### src/rtl/sram_resp.sv
// sram_resp: 32-bit load/store responder for a 16-bit asynchronous SRAM, two half-word phases per word.
//   Optional feature: SRAM_WR_SKIP_EN skips store phases whose two byte enables are both clear.
//   Ports:
//     clk, rst                          clock, synchronous active-high reset
//     req_vld/req_rdy                   request handshake
//     req_addr, req_wr                  byte address (bits [1:0] ignored), 1 = store
//     req_wdata, req_bmask              store data and byte enables
//     rsp_vld, rsp_rdata                one-cycle completion pulse, load data (held)
//     sram_addr, sram_dq_o/_i/_oe       half-word address, data out/in, pad output enable
//     sram_ce_n/oe_n/we_n/lb_n/ub_n     active-low SRAM strobes
module sram_resp #(
   parameter int ADDR_W   = 18,
   parameter int WAIT_CYC = 1
) (
   input  logic              clk,
   input  logic              rst,
   input  logic              req_vld,
   output logic              req_rdy,
   input  logic [ADDR_W:0]   req_addr,
   input  logic              req_wr,
   input  logic [31:0]       req_wdata,
   input  logic [3:0]        req_bmask,
   output logic              rsp_vld,
   output logic [31:0]       rsp_rdata,
   output logic [ADDR_W-1:0] sram_addr,
   output logic [15:0]       sram_dq_o,
   input  logic [15:0]       sram_dq_i,
   output logic              sram_dq_oe,
   output logic              sram_ce_n,
   output logic              sram_oe_n,
   output logic              sram_we_n,
   output logic              sram_lb_n,
   output logic              sram_ub_n
);
   localparam int CW = WAIT_CYC > 1 ? $clog2(WAIT_CYC) : 1;
   typedef enum logic [1:0] {IDLE, LO, HI, DONE} state_t;
   state_t state_q, state_d;
   logic [CW-1:0] cnt_q, cnt_d;
   logic [ADDR_W-2:0] idx_q, idx;
   logic wr_q, wr;
   logic [3:0] bm_q, bm;
   logic [31:0] wd_q, wd;
   logic [15:0] lo_q, lo_d;
   logic [31:0] rdata_q, rdata_d;
   logic [ADDR_W-1:0] addr_q, addr_d;
   logic [15:0] dq_q, dq_d;
   logic ce_q, ce_d, oe_q, oe_d, we_q, we_d, lb_q, lb_d, ub_q, ub_d, dqoe_q, dqoe_d, vld_q, vld_d;
   logic acc, last, skip_lo, skip_hi, ph, ph_hi;
   logic unused_addr;
   assign unused_addr = ^req_addr[1:0];
   assign acc = state_q == IDLE && req_vld;
   // request fields come straight from the inputs in the accept cycle so the first phase can be registered
   assign idx = acc ? req_addr[ADDR_W:2] : idx_q;
   assign wr  = acc ? req_wr : wr_q;
   assign bm  = acc ? req_bmask : bm_q;
   assign wd  = acc ? req_wdata : wd_q;
`ifdef SRAM_WR_SKIP_EN
   assign skip_lo = wr && bm[1:0] == 2'b00;
   assign skip_hi = wr && bm[3:2] == 2'b00;
`else
   assign skip_lo = 1'b0;
   assign skip_hi = 1'b0;
`endif
   assign last = cnt_q == CW'(WAIT_CYC - 1);
   always_comb begin
      state_d = state_q;
      case (state_q)
         IDLE:    state_d = req_vld ? (skip_lo ? (skip_hi ? DONE : HI) : LO) : IDLE;
         LO:      state_d = last ? (skip_hi ? DONE : HI) : LO;
         HI:      state_d = last ? DONE : HI;
         default: state_d = IDLE;
      endcase
      ph_hi   = state_d == HI;
      ph      = state_d == LO || ph_hi;
      cnt_d   = (state_d == state_q && (state_q == LO || state_q == HI)) ? cnt_q + 1'b1 : '0;
      addr_d  = ph ? {idx, ph_hi} : addr_q;
      dq_d    = (ph && wr) ? (ph_hi ? wd[31:16] : wd[15:0]) : dq_q;
      ce_d    = !ph;
      oe_d    = !(ph && !wr);
      we_d    = !(ph && wr);
      dqoe_d  = ph && wr;
      lb_d    = !(ph && (!wr || (ph_hi ? bm[2] : bm[0])));
      ub_d    = !(ph && (!wr || (ph_hi ? bm[3] : bm[1])));
      // read data is sampled on the last cycle of each phase; both halves land together on entry to DONE
      lo_d    = (state_q == LO && last) ? sram_dq_i : lo_q;
      rdata_d = (state_q == HI && last && !wr_q) ? {sram_dq_i, lo_q} : rdata_q;
      vld_d   = state_d == DONE;
   end
   always_ff @(posedge clk) begin
      if (rst) begin
         state_q <= IDLE;
         cnt_q   <= '0;
         idx_q   <= '0;
         wr_q    <= 1'b0;
         bm_q    <= '0;
         wd_q    <= '0;
         lo_q    <= '0;
         rdata_q <= '0;
         addr_q  <= '0;
         dq_q    <= '0;
         ce_q    <= 1'b1;
         oe_q    <= 1'b1;
         we_q    <= 1'b1;
         lb_q    <= 1'b1;
         ub_q    <= 1'b1;
         dqoe_q  <= 1'b0;
         vld_q   <= 1'b0;
      end else begin
         state_q <= state_d;
         cnt_q   <= cnt_d;
         idx_q   <= idx;
         wr_q    <= wr;
         bm_q    <= bm;
         wd_q    <= wd;
         lo_q    <= lo_d;
         rdata_q <= rdata_d;
         addr_q  <= addr_d;
         dq_q    <= dq_d;
         ce_q    <= ce_d;
         oe_q    <= oe_d;
         we_q    <= we_d;
         lb_q    <= lb_d;
         ub_q    <= ub_d;
         dqoe_q  <= dqoe_d;
         vld_q   <= vld_d;
      end
   end
   assign req_rdy    = state_q == IDLE;
   assign rsp_vld    = vld_q;
   assign rsp_rdata  = rdata_q;
   assign sram_addr  = addr_q;
   assign sram_dq_o  = dq_q;
   assign sram_dq_oe = dqoe_q;
   assign sram_ce_n  = ce_q;
   assign sram_oe_n  = oe_q;
   assign sram_we_n  = we_q;
   assign sram_lb_n  = lb_q;
   assign sram_ub_n  = ub_q;
endmodule

### config.mk
export PLATFORM = sky130hd
export DESIGN_NAME = sram_resp
export DESIGN_NICKNAME = d
export VERILOG_FILES = /design/src/rtl/sram_resp.sv
export SDC_FILE = /design/constraint.sdc
export NUM_CORES = 1
export LEC_CHECK = 0
export BUFFER_PORTS_ARGS = -buffer_cell sky130_fd_sc_hd__buf_2
export CAP_MARGIN = 20
export CORE_ASPECT_RATIO = 1.1
export CORE_MARGIN = 4
export CORE_UTILIZATION = 40
export DETAILED_ROUTE_END_ITERATION = 10
export PLACE_DENSITY_LB_ADDON = 0.3
export SLEW_MARGIN = 0
export SYNTH_ARGS = -nofsm -noshare
export SYNTH_HDL_FRONTEND = slang
export SYNTH_SLANG_ARGS = --single-unit
### constraint.sdc
create_clock -name clk -period 3.4 [get_ports clk]
set_clock_uncertainty 0.2 [all_clocks]
set_input_delay 0 -clock clk [delete_from_list [all_inputs] [get_ports clk]]
set_output_delay 0 -clock clk [all_outputs]
set_load 0.01 [all_outputs]
==> results.cfg <==
[synthesis]
synth_most_common_cell = nand2_1
ys_warn_count = 0
synth.avg_cell_area_um2 = 9.27
synth_sequential_area_ratio_pct = 53.0
async_flop_share_pct = 0
synthesis.nets = 677
syn-cell-area_um2 = 5520
yosysTopAreaCellShare_pct = 53.0
synth_edf_count = 0
synth_common_cells = nand2_1, dfxtp_1, a21oi_1
synthFlopType = dfxtp_1
ys_ff_latch = 146
synth_top_cell_by_area = dfxtp_1
synth.top_cells.by_area = dfxtp_1, nand2_1, a21oi_1, mux4_2, mux2i_1
synthCells = 595
ys_types = 31

[timing]
worst_pin_slew_ns = 0.855
relSlewSlack_pct = 43.0
rsz0062_at_grt = no
slew_viol_final = 0
finalSetupViolCount = 0
hold_violations = 0
fin_crit_sh_pct = 86.7
period_needed_ns = 2.95
fmax_ghz = 0.339
finalSetupTns_ns = 0

[drt]
drcViolationCount = 0
wl_um = 14900
first_pass_iters = 4
ant_nets = 0
dr_total_vias = 5029
wl_per_cell_um = 14.4
via_per_inst = 4.87
drtIter0Drc = 307

[flow_run]
max_cap_violations = 0

[hold_path]
hold_path.class = in2reg
hold_path.startpoint = req_addr[4]
hold_depth = 4
min_to = idx_q[2]

[finish]
antenna_cells = 0
fill_cells = 1161
finalNetCount = 919
final_cell_count_no_fill = 1033
drive_gt1_share_pct = 24.3
syn2layout_area_growth_pct = 46.2

[placement]
io_buffers = 146
hpwl_um = 8760
dp.cells = 887
gp_congestion = 0.763

[global_routing]
grt_pass1_wl_um = 24700
grt.overflow.total = 0
grt_pass1_vias = 5239
antenna_found_initial = 0
grt_usage_pct = 19.3
grt_max_degree = 73

[critical_path]
cp.arrival_ns = 3.10
path_class = reg2reg
crit_required_ns = 3.55
r2r_cells = 9
ff2ff_setup_slack_ns = 0.45
rr_endpoint = sram_ub_n
worstReg2RegStart = state_q[1]
crit_fanout = 21
crit_path_end_kind = flip-flop
worstSetupStartpointType = flip-flop

[clocking]
numCtsBuffers = 17
cts.sinks = 146
post_cts.repair.setup_buffers = 0
clk_pin_slew_ns = 0.06
clk_path_buf_depth = 2
cts_tree = done
worst_skew_pair.late_latency_ns = 0.41
clockRootBuffer = clkbuf_16
cts_hold_buf = 114
cts_resized = 0
htree_num_levels = 4

[outcome]
status = finished clean

[floorplanning]
num_rows = 44
dieArea_um2 = 15700
coreArea_um2 = 13400
ios = 149
initial_core_util_pct = 41.2
die_w_um = 120
die_y_um = 131

[pwr]
ir_drop_uv = 355
p_per_area_nw_per_um2 = 635
p_switching_mw = 1.47
combinationalPowerShare_pct = 24.0
clock_power_share_pct = 35.9
p_sw_share_pct = 28.7
power.internal_mw = 3.65
p_leak_nw = 3.56
pwr-share-seq_pct = 40.1
==> per-stage QoR <==
| step | util, % | hold WS (ns) | power [mW] | worst slack, ns | cell area [um^2] |
|---|---|---|---|---|---|
| global placement | 47.3 | 0.0510 | 3.13 | 0.640 | 6320 |
| global route | 60.3 | 0.161 | 5.39 | 0.266 | 8060 |
| finish | 60.3 | 0.182 | 5.12 | 0.452 | 8060 |
| detailed placement | 47.3 | 0.0603 | 3.17 | 0.545 | 6320 |
| floorplan | - | -0.0640 | 2.83 | 0.699 | 5520 |
| CTS | 60.2 | 0.158 | 5.15 | 0.491 | 8060 |
==> worst max-delay path: stages, from the launching register on <==
cell and delay [ns]:
dfxtp_1 0.34, inv_1 0.15, ha_1 0.25, nand2b_1 0.10
mux2i_1 0.27, ha_1 0.20, buf_4 0.29, mux2_2 0.37
o21ai_0 0.14, dlygate4sd3_1 0.57
==> cells by family (layout without fill, tap and decap cells) <==
| logic type | after synthesis | count (layout) | synth area share, % |
|---|---|---|---|
| adder cells (fa/ha/maj) | 7 | 7 | 1.59 |
| multiplexers | 40 | 40 | 11.2 |
| AND/OR/NAND/NOR | 226 | 226 | 16.1 |
| flip-flops | 146 | 146 | 53.0 |
| AO/OA/AOI/OAI | 125 | 125 | 13.8 |
| buffers and inverters | 51 | 305 | 4.29 |
==> power by group through the flow <==
stage | Sequential (mW) | Clock (mW) | Combinational (mW)
after floorplan | 2.13 | 0 | 0.697
after global placement | 2.07 | 0 | 1.06
after detailed placement | 2.08 | 0 | 1.09
after CTS | 2.05 | 1.88 | 1.22
after global routing | 2.08 | 1.96 | 1.36
final | 2.05 | 1.84 | 1.23
==> routing by layer <==
layer / vias up / part of all wire (%) / global-route usage (%)
met2: 147 / 51 / 34.6
met1: 2355 / 41 / 21.7
met5: - / 0 / 0
met4: 0 / 2.6 / 8.40
met3: 33 / 4.7 / 4.73
li1: 2494 / - / -
==> flip-flops by register name (all words and copies together), names as in the netlist <==
register,flops
sram_ce_n,1
lo_q,16
sram_dq_oe,1
bm_q,4
idx_q,17
rsp_vld,1
sram_addr,18
rsp_rdata,32
cnt_q,1
state_q,2
sram_we_n,1
wd_q,32
sram_lb_n,1
wr_q,1
sram_oe_n,1
sram_dq_o,16
sram_ub_n,1
==> cells in the final DEF, fill, tap and decap left out, types with 2 or more instances in the layout <==
cell type and count:
dfxtp_1 146, clkbuf_16 17, buf_4 9, nand2b_1 3
nor2_1 40, bufinv_16 2, mux4_2 12, ha_1 7
mux4_1 4, clkinv_4 2, nor2b_1 4, a211oi_1 17
mux2_2 2, nand2_1 171, buf_2 145, nand3_1 2
clkbuf_8 4, a21oi_1 86, mux2i_1 22, inv_1 5
o21ai_0 2, clkinv_2 4, a22o_1 16, dlygate4sd3_1 114
==> layout make-up <==
class | count | area [um^2] | share of cell area [%]
Multi-Input combinational cell | 398 | 2360 | 29.3
Clock buffer | 22 | 484 | 6.01
Clock inverter | 9 | 105 | 1.30
Timing Repair Buffer | 268 | 1930 | 24.0
Sequential cell | 146 | 2920 | 36.3
Inverter | 6 | 22.5 | 0.279
Tap cell | 184 | 230 | 2.86
==> how the worst max path moves through the flow <==
stage | from | endpoint | slack (ns) | cells past startpoint
6_report | state_q[1] | sram_ub_n | 0.45 | 9
5_1_grt | state_q[1] | sram_ub_n | 0.27 | 9
4_1_cts | state_q[1] | sram_ub_n | 0.49 | 9
3_5_place_dp | state_q[1] | sram_dq_o[12] | 0.55 | 8
3_3_place_gp | state_q[1] | sram_dq_o[3] | 0.64 | 8
2_1_floorplan | state_q[1] | sram_dq_o[10] | 0.70 | 10
Power figures use the tool's default switching activity.
